File: src/rtl/calc_sequencer_if.sv
// Control/status bundle between the ratio-times-sine datapath and its sequencer.
// The master side drives requests and datapath status; the slave side is the sequencer.
interface calc_sequencer_if;
  logic       start;
  logic       divisor_zero;
  logic       div_ok;
  logic       busy;
  logic       ld_en;
  logic       div_en;
  logic       s2p_en;
  logic [3:0] ser_cnt;
  logic       mul_en;
  logic       y_ld;
  logic       done;
  logic       err;

  modport master (
    output start,
    output divisor_zero,
    output div_ok,
    input  busy,
    input  ld_en,
    input  div_en,
    input  s2p_en,
    input  ser_cnt,
    input  mul_en,
    input  y_ld,
    input  done,
    input  err
  );

  modport slave (
    input  start,
    input  divisor_zero,
    input  div_ok,
    output busy,
    output ld_en,
    output div_en,
    output s2p_en,
    output ser_cnt,
    output mul_en,
    output y_ld,
    output done,
    output err
  );
endinterface

File: src/rtl/calc_sequencer.sv
// Sequencer for the ratio-times-sine datapath: load, divide + serial capture, multiply, store.
// One Moore FSM with run/serial/multiply counters and a sticky error flag.
module calc_sequencer #(
  parameter int unsigned SER_BITS    = 10,
  parameter int unsigned MUL_LAT     = 2,
  parameter int unsigned DIV_TIMEOUT = 64
) (
  input logic             clk,
  input logic             rst,
  calc_sequencer_if.slave bus
);

  localparam logic [3:0] SerBits = 4'(SER_BITS);
  localparam logic [3:0] SerLast = 4'(SER_BITS - 1);
  localparam logic [3:0] MulLast = 4'(MUL_LAT - 1);
  localparam logic [7:0] RunLast = 8'(DIV_TIMEOUT - 1);

  typedef enum logic [2:0] {
    StIdle,
    StLoad,
    StRun,
    StMul,
    StDone
  } state_e;

  state_e     state_q, state_d;
  logic [3:0] ser_cnt_q, ser_cnt_d;
  logic [7:0] run_cnt_q, run_cnt_d;
  logic [3:0] mul_cnt_q, mul_cnt_d;
  logic       div_seen_q, div_seen_d;
  logic       err_q, err_d;

  logic busy, ld_en, div_en, s2p_en, mul_en, y_ld, done;
  logic accept, clear, div_done, ser_done, zero_err, timeout_err, run_err;

  assign accept   = (state_q == StIdle) && bus.start;
  // Clearing at the accept edge as well as in LOAD makes err/ser_cnt read 0 during LOAD.
  assign clear    = accept || (state_q == StLoad);
  assign div_done = div_seen_q || bus.div_ok;
  assign ser_done = (ser_cnt_q == SerBits) || (s2p_en && (ser_cnt_q == SerLast));

  assign zero_err    = (run_cnt_q == 8'd0) && bus.divisor_zero;
  assign timeout_err = (run_cnt_q == RunLast) && !div_done;
  assign run_err     = zero_err || timeout_err;

  // State register
  always_ff @(posedge clk) begin
    if (rst) begin
      state_q <= StIdle;
    end else begin
      state_q <= state_d;
    end
  end

  // Next-state logic
  always_comb begin
    state_d = state_q;
    unique case (state_q)
      StIdle: begin
        if (bus.start) state_d = StLoad;
      end
      StLoad: state_d = StRun;
      StRun: begin
        if (run_err) begin
          state_d = StDone;
        end else if (div_done && ser_done) begin
          state_d = StMul;
        end
      end
      StMul: begin
        if (mul_cnt_q == MulLast) state_d = StDone;
      end
      StDone:  state_d = StIdle;
      default: state_d = StIdle;
    endcase
  end

  // Moore outputs
  always_comb begin
    busy   = 1'b1;
    ld_en  = 1'b0;
    div_en = 1'b0;
    s2p_en = 1'b0;
    mul_en = 1'b0;
    y_ld   = 1'b0;
    done   = 1'b0;
    unique case (state_q)
      StIdle: busy = 1'b0;
      StLoad: ld_en = 1'b1;
      StRun: begin
        div_en = 1'b1;
        s2p_en = (ser_cnt_q < SerBits);
      end
      StMul: mul_en = 1'b1;
      StDone: begin
        y_ld = 1'b1;
        done = 1'b1;
      end
      default: busy = 1'b0;
    endcase
  end

  // Counters and flags
  always_comb begin
    ser_cnt_d  = ser_cnt_q;
    run_cnt_d  = run_cnt_q;
    div_seen_d = div_seen_q;
    err_d      = err_q;
    mul_cnt_d  = 4'd0;
    if (clear) begin
      ser_cnt_d  = 4'd0;
      run_cnt_d  = 8'd0;
      div_seen_d = 1'b0;
      err_d      = 1'b0;
    end else if (state_q == StRun) begin
      run_cnt_d = run_cnt_q + 8'd1;
      if (s2p_en) ser_cnt_d = ser_cnt_q + 4'd1;
      if (bus.div_ok) div_seen_d = 1'b1;
      if (run_err) err_d = 1'b1;
    end else if (state_q == StMul) begin
      mul_cnt_d = mul_cnt_q + 4'd1;
    end
  end

  always_ff @(posedge clk) begin
    if (rst) begin
      ser_cnt_q  <= 4'd0;
      run_cnt_q  <= 8'd0;
      mul_cnt_q  <= 4'd0;
      div_seen_q <= 1'b0;
      err_q      <= 1'b0;
    end else begin
      ser_cnt_q  <= ser_cnt_d;
      run_cnt_q  <= run_cnt_d;
      mul_cnt_q  <= mul_cnt_d;
      div_seen_q <= div_seen_d;
      err_q      <= err_d;
    end
  end

  assign bus.busy    = busy;
  assign bus.ld_en   = ld_en;
  assign bus.div_en  = div_en;
  assign bus.s2p_en  = s2p_en;
  assign bus.ser_cnt = ser_cnt_q;
  assign bus.mul_en  = mul_en;
  assign bus.y_ld    = y_ld;
  assign bus.done    = done;
  assign bus.err     = err_q;

endmodule
File: src/flat_wrapper.sv
// flat-port wrapper written by rule: the top's interface ports become plain ports
module calc_sequencer_flat 
#(
  parameter int unsigned SER_BITS    = 10,
  parameter int unsigned MUL_LAT     = 2,
  parameter int unsigned DIV_TIMEOUT = 64
)
  (clk, rst, bus_start, bus_divisor_zero, bus_div_ok, bus_busy, bus_ld_en, bus_div_en, bus_s2p_en, bus_ser_cnt, bus_mul_en, bus_y_ld, bus_done, bus_err);
  calc_sequencer_if bus_i ();
  input logic clk;
  input logic rst;
  input wire logic [$bits(bus_i.start)-1:0] bus_start;
  input wire logic [$bits(bus_i.divisor_zero)-1:0] bus_divisor_zero;
  input wire logic [$bits(bus_i.div_ok)-1:0] bus_div_ok;
  output wire logic [$bits(bus_i.busy)-1:0] bus_busy;
  output wire logic [$bits(bus_i.ld_en)-1:0] bus_ld_en;
  output wire logic [$bits(bus_i.div_en)-1:0] bus_div_en;
  output wire logic [$bits(bus_i.s2p_en)-1:0] bus_s2p_en;
  output wire logic [$bits(bus_i.ser_cnt)-1:0] bus_ser_cnt;
  output wire logic [$bits(bus_i.mul_en)-1:0] bus_mul_en;
  output wire logic [$bits(bus_i.y_ld)-1:0] bus_y_ld;
  output wire logic [$bits(bus_i.done)-1:0] bus_done;
  output wire logic [$bits(bus_i.err)-1:0] bus_err;
  assign bus_i.start = bus_start;
  assign bus_i.divisor_zero = bus_divisor_zero;
  assign bus_i.div_ok = bus_div_ok;
  assign bus_busy = bus_i.busy;
  assign bus_ld_en = bus_i.ld_en;
  assign bus_div_en = bus_i.div_en;
  assign bus_s2p_en = bus_i.s2p_en;
  assign bus_ser_cnt = bus_i.ser_cnt;
  assign bus_mul_en = bus_i.mul_en;
  assign bus_y_ld = bus_i.y_ld;
  assign bus_done = bus_i.done;
  assign bus_err = bus_i.err;
  calc_sequencer #(.SER_BITS(SER_BITS), .MUL_LAT(MUL_LAT), .DIV_TIMEOUT(DIV_TIMEOUT)) u_core (.clk(clk), .rst(rst), .bus(bus_i));
endmodule
File: config.mk
export PLATFORM = sky130hd
export DESIGN_NAME = calc_sequencer_flat
export DESIGN_NICKNAME = d
export VERILOG_FILES = /design/src/rtl/calc_sequencer_if.sv /design/src/rtl/calc_sequencer.sv /design/src/flat_wrapper.sv
export SDC_FILE = /design/constraint.sdc
export NUM_CORES = 1
export LEC_CHECK = 0
export CAP_MARGIN = 20
export CORE_ASPECT_RATIO = 0.75
export CORE_UTILIZATION = 45
export DETAILED_ROUTE_END_ITERATION = 8
export GPL_ROUTABILITY_DRIVEN = 0
export PLACE_DENSITY = 0.69
export SLEW_MARGIN = 20
export SYNTH_ARGS = -nofsm -noshare
export SYNTH_HDL_FRONTEND = slang
export SYNTH_SLANG_ARGS = --single-unit
File: constraint.sdc
create_clock -name clk -period 1.7 [get_ports clk]
set_input_delay 0.17 -clock clk [delete_from_list [all_inputs] [get_ports clk]]
set_output_delay 0.17 -clock clk [all_outputs]
set_load 0.01 [all_outputs]
==> metrics.md, run 1 <==
| Metric | Value |
|---|---|
| YS warnings | 0 |
| Crit end category | output pin |
| Sw Pwr | 0.584 mW |
| Worst stage delay on the critical path | 0.40 ns |
| HPWL after DPL | 1500 um |
| First-pass GRT wire length | 3480 um |
| DRC errors left | 2 |
| Yosys reg bits | 21 |
| Reg power frac | 41.2% |
| Core Region | 2070 um2 |
| CP top delay family | flip-flops |
| Clock Sinks | 21 |
| Sw Share | 36.3% |
| Critical Path Start Type | flip-flop |
| Avg WL per Cell | 12.7 um |
| Area leader, netlist | dfxtp_1 |
| Layout Skew | 0.00835 ns |
| Pin count of the biggest net entering global routing | 15 |
| Worst hold slack | 0.493 ns |
| Max Freq | 614 MHz |
| Gr busiest metal | met2 |
| PortBufs | 16 |
| TritonCTS clock tree | yes |
| CP max stage cell | dfxtp_4 |
| Max-slew headroom | 78.8% |
| Skew-Pair Late Insertion Delay | 0.32 ns |
| Status | finished with violations |
| Mapped Cells | 115 |
| Grt total ovfl | 0 |
| Worst-path fanout max | 8 |
| First drt pass iteration count | 5 |
| Commonest cells after routing, fill and taps aside | nor2_1, dfxtp_1, buf_4 |
| Final worst-path cycle share | 95.8% |
| Register area | 435 um2 |
| Pleak | 0.558 nW |
| GR Util met3 | 6.71% |
| DIE AREA | 2460 um2 |
| Post-DRT Antenna Nets | 0 |
| Layout area overhead | 33.4% |
| Slew Limit Fails | 0 |
| Clk pwr share | 15.5% |
| Yosys top cell area share | 41.2% |
| GR Layer Usage met2 | 27.8% |
| Measured slew at the worst slew-check pin | 0.315 ns |
| Root Buffer Master | clkbuf_4 |
| Boundary Pins | 17 |
| Final setup violation count | 0 |
| Fill count | 181 |
| Top FF cell, synth | dfxtp_1 |
| Via-to-Cell Ratio | 5.20 |
| Die Wd | 57.0 um |
| Avg Cell Area, Syn | 8.87 um2 |
| Combinational fraction of design power | 43.4% |
| Failing checks | design-rule violations |
| Routed WL | 2110 um |
| # H-tree levels | 1 |
| Final total power | 1.61 mW |
| Ant diodes | 0 |
| Met1 global-route usage | 25.9% |
| Layout cell share with drive strength beyond 1 | 21.8% |
| Initial drt markers | 14 |
| Worst Hold Class | flip-flop to flip-flop |
| Post-synth ARST share | 0% |
| Number of synthesized flops with an enable pin | 0 |
| Vias in the first global route | 778 |
| Area occupied by multi-input gates | 583 um2 |
| Initial core utilization | 49.3% |
| Initial antenna violation count | 0 |
| Seq/Total Area, Yosys | 41.2% |
| Fin. Hold Viols | 0 |
| Fin crit period | 1.63 ns |
| CP cell instances | nor3b_4 > buf_4 > and2_4 > clkdlybuf4s15_1 |
| Power Internal | 1.02 mW |
| Hold-fix buffers, CTS | 0 |
| Total number of vias | 863 |
| Mapped Nets | 127 |
| Total GRT Usage | 19.1% |
| Count of cell types in the netlist | 33 |
| Max VDD drop | 0.710 mV |
| Arrival @ worst endpoint | 1.46 ns |
| Critical Path RT | 1.53 ns |
| CTS buffer count | 3 |
| Area contributors post-synth | dfxtp_1, ha_1, nor2_1, xor2_1, nor3_1 |
| Die height | 43.2 um |
| Buffer levels on the longest clock path | 2 |
| Clk pin slew, worst setup/hold paths | 0.12 ns |
| Max cap viols | 0 |
| Pwr/cell area | 1180 nW/um2 |
| R2R setup slack | 0.08 ns |
| Final nets | 155 |
| Row Count | 14 |
| CP bufs+invs | 2 |
| Critical path class | flip-flop to output pin |
| Netlist Area Pre-Place | 1020 um2 |
==> per-stage QoR <==
step / cells / TNS, ns / util [%] / instance area [um2] / setup slack [ns]
finish: 166 / 0 / 65.8 / 1360 / 0.0709
global route: 166 / -0.00509 / 65.8 / 1360 / -0.00509
CTS: 164 / -0.000249 / 63.9 / 1320 / -0.000249
detailed placement: 159 / -0.0293 / 60.6 / 1250 / -0.0293
global placement: 159 / 0 / 60.6 / 1250 / 0.0568
floorplan: 115 / 0 / - / 1020 / 0.115
==> sequential cells by signal, summed over array words and instances, names as in the netlist <==
name                cells
u_core.run_cnt_q        8
u_core.bus.ser_cnt      4
u_core.mul_cnt_q        4
u_core.state_q          3
u_core.bus.err          1
u_core.div_seen_q       1
==> worst register-to-register path, delay by kind of cell, from the launching register on <==
family	cells	cell delay [ns]
adders and majority gates	1	0.22
and+or+nand+nor	2	0.22
AOI/OAI and AO/OA	3	0.70
DFF	1	0.38
==> cells by family after synthesis <==
logic type | Yosys count | share of synthesized area (%)
and+or+nand+nor | 48 | 24.8
xor gates and xnor gates | 10 | 8.59
buffers and inverters | 13 | 5.77
adders and majority gates | 7 | 8.59
AOI/OAI and AO/OA | 16 | 11.0
DFF | 21 | 41.2
==> what timing repair did <==
| item | CTS | global route |
|---|---|---|
| cloned | 0 | 0 |
| setup endpoints to repair | 9 | 7 |
| pin swaps | 1 | 2 |
| resized for setup | 18 | 8 |
| setup buffers | 1 | 2 |
==> layer usage <==
metal  vias up  wire length [um]
li1        450                 -
met4         0                29
met1       395              1050
met2        13               938
met5         -                 0
met3         5                92
==> path summary, 6_finish.rpt <==
kind                                     startpoint                  end  cells after the start
worst max-delay path              u_core.state_q[0]           bus_s2p_en                      4
worst max register to register  u_core.run_cnt_q[0]    u_core.state_q[0]                      6
worst min-delay path            u_core.run_cnt_q[7]  u_core.run_cnt_q[7]                      2
worst min register to register  u_core.run_cnt_q[7]  u_core.run_cnt_q[7]                      2
==> synthesized netlist by cell type, drive strengths merged, types with 2 or more instances <==
library cell and instances:
inv 7, xnor2 4, nor3b 4, ha 7
o21ai 2, buf 5, nand3 2, a211oi 2
nor3 8, nand2 5, a21oi 5, nand4 4
dfxtp 21, xor2 6, nor2 17, nor4 3
==> area by class of cell <==
type / count / area share, %
Multi-Input combinational cell: 81 / 42.9
Sequential cell: 21 / 32.0
Timing Repair Buffer: 29 / 19.0
Tap cell: 24 / 2.21
Inverter: 7 / 1.93
Clock buffer: 3 / 1.66
Clock inverter: 1 / 0.368
==> power groups by stage <==
stage	Sequential, mW	Clock, mW	Combinational (mW)
6_report	0.662	0.249	0.697
5_1_grt	0.674	0.272	0.754
4_1_cts	0.665	0.258	0.670
3_5_place_dp	0.642	0	0.655
3_3_place_gp	0.638	0	0.651
2_1_floorplan	0.608	0	0.394
No activity file was read; power rests on OpenSTA's default activity.
==> inputs of run 2 (changes only) <==
==> constraint.sdc (replaced) <==
create_clock -name clk -period 1.95 [get_ports clk]
set_input_delay 0.195 -clock clk [delete_from_list [all_inputs] [get_ports clk]]
set_output_delay 0.195 -clock clk [all_outputs]
set_load 0.01 [all_outputs]
==> run 2 against run 1 <==
Against the previous run: sequential share of layout area grew 1.9 points; design area fell by 7.3%; largest power group is now registers; critical path depth fell by 1; utilization is 4.8 points lower; the flow still finishes with violations (design-rule violations); clock-buffer cell count unchanged; register-to-register slack improved by 0.11 ns; clock skew up 0.0026 ns; non-clock buffer count fell by 8; final cell count down 4.8%; first-iteration DRC count is 7.1% higher; largest cell class unchanged; worst hold slack improved by 0.011 ns; highest routed layer unchanged; power decreased by 18%.
==> metrics.md, run 2 (synthesis results as in run 1) <==
| Metric | Value |
|---|---|
| Failing checks | design-rule violations |
| R2R Path Start | u_core.run_cnt_q[0] |
| Layout Skew | 0.0110 ns |
| Worst Hold Class | flip-flop to flip-flop |
| Combinational fraction of design power | 41.7% |
| Fill count | 203 |
| Final worst-path cycle share | 95.4% |
| RSZ-0062 raised after global routing | no |
| Skew-Pair Late Insertion Delay | 0.31 ns |
| Die height | 43.2 um |
| Placed cell areas | 1210 um2 |
| Clk pin slew, worst setup/hold paths | 0.12 ns |
| DIE AREA | 2460 um2 |
| Slew Limit Fails | 0 |
| Avg WL per Cell | 12.6 um |
| Setup Total Neg Slack | 0 ns |
| Clock Sinks | 21 |
| Boundary Pins | 17 |
| Min-delay src | u_core.mul_cnt_q[0] |
| R2R setup slack | 0.19 ns |
| Worst hold slack | 0.505 ns |
| Grt total ovfl | 0 |
| Arrival @ worst endpoint | 1.67 ns |
| Via-to-Cell Ratio | 5.33 |
| Sw Share | 35.7% |
| Worst stage delay on the critical path | 0.55 ns |
| First-pass GRT wire length | 3390 um |
| Area occupied by multi-input gates | 552 um2 |
| Status | finished with violations |
| Worst-path fanout max | 7 |
| CP max stage cell | clkdlybuf4s50_1 |
| Initial core utilization | 49.3% |
| Max Freq | 537 MHz |
| Ant diodes | 0 |
| Cell count of the worst reg-to-reg path | 6 |
| Vias in the first global route | 806 |
| Critical Path RT | 1.75 ns |
| Layout area overhead | 23.7% |
| PortBufs | 16 |
| Final instance area | 1260 um2 |
| Fin. Hold Viols | 0 |
| CTS buffer count | 3 |
| Core Region | 2070 um2 |
| Critical Path Start Type | flip-flop |
| Pleak | 0.459 nW |
| Top reg by flops | u_core.run_cnt_q |
| DRC errors left | 2 |
| CP cell instances | nor3b_2 > and2_2 > clkdlybuf4s50_1 |
| Final setup violation count | 0 |
| Initial drt markers | 15 |
| Routed WL | 2000 um |
| Register area | 428 um2 |
| Final nets | 147 |
| Row Count | 14 |
| Total number of vias | 842 |
| Die Wd | 57.0 um |
| Max cap viols | 0 |
| R2r endpoint | u_core.state_q[0] |
| Critical path class | flip-flop to output pin |
| HPWL after DPL | 1500 um |
| Max-slew headroom | 69.1% |
| Max VDD drop | 0.769 mV |
| Pin count of the biggest net entering global routing | 15 |
| Hold Path Sink | u_core.mul_cnt_q[0] |
| Initial antenna violation count | 0 |
| Pwr/cell area | 1050 nW/um2 |
| CP bufs+invs | 1 |
| Sw Pwr | 0.471 mW |
| Clk pwr share | 15.5% |
| TritonCTS clock tree | yes |
| Buffer levels on the longest clock path | 2 |
| Root Buffer Master | clkbuf_4 |
| WHS Path Cells | 1 |
| First drt pass iteration count | 6 |
| Post-DRT Antenna Nets | 0 |
| Power Internal | 0.849 mW |
| Crit end category | output pin |
| Reg power frac | 42.9% |
| Commonest cells after routing, fill and taps aside | nor2_1, dfxtp_1, clkdlybuf4s50_1 |
| Total GRT Usage | 18.3% |
| Measured slew at the worst slew-check pin | 0.464 ns |
| CP top delay family | buffers and inverters |
| # H-tree levels | 1 |
| Fin crit period | 1.86 ns |
| Max FFs per register | 8 |
| Layout cell share with drive strength beyond 1 | 14.2% |
| Final Util | 61.0% |
## run 2: final cells by class
class	count	share of cell area, %
Inverter	7	2.08
Tap cell	24	2.38
Clock inverter	1	0.397
Sequential cell	21	33.9
Multi-Input combinational cell	81	43.7
Timing Repair Buffer	21	15.7
Clock buffer	3	1.79
## run 2: worst max-delay path by stage
stage	startpoint	to	slack (ns)	cells after the start
3_5_place_dp	bus_div_ok	u_core.state_q[0]	0.21	6
4_1_cts	u_core.state_q[1]	bus_s2p_en	0.003	3
6_report	u_core.state_q[1]	bus_s2p_en	0.09	3
2_1_floorplan	u_core.state_q[0]	u_core.state_q[0]	0.37	7
5_1_grt	u_core.state_q[1]	bus_s2p_en	0.02	3
3_3_place_gp	bus_div_ok	u_core.state_q[0]	0.28	6
## run 2: timing repair
| item | in CTS | in global routing |
|---|---|---|
| gates resized for setup | 1 | 7 |
| buffers inserted | 0 | 0 |
| setup endpoints to repair | 1 | 5 |
| hold buffers | 0 | 0 |
## run 2: power groups by stage
stage | clock network (mW) | registers [mW] | logic [mW]
detailed placement | 0 | 0.557 | 0.537
global route | 0.229 | 0.577 | 0.601
CTS | 0.215 | 0.547 | 0.543
floorplan | 0 | 0.530 | 0.343
finish | 0.204 | 0.566 | 0.550
global placement | 0 | 0.551 | 0.533
## run 2: through the flow
step	total power, mW	setup slack [ns]	instances
after global placement	1.08	0.277	154
after floorplan	0.873	0.365	115
after CTS	1.31	0.00327	158
after global routing	1.41	0.0215	158
after detailed placement	1.09	0.212	154
final	1.32	0.0892	158
## run 2: routing by layer
layer  global-route usage (%)  up-vias  wire (um)
li1                         -      434          -
met1                     24.8      386       1060
met2                     27.5       19        832
met3                     5.49        3         96
met4                     6.34        0         10
met5                        0        -          0
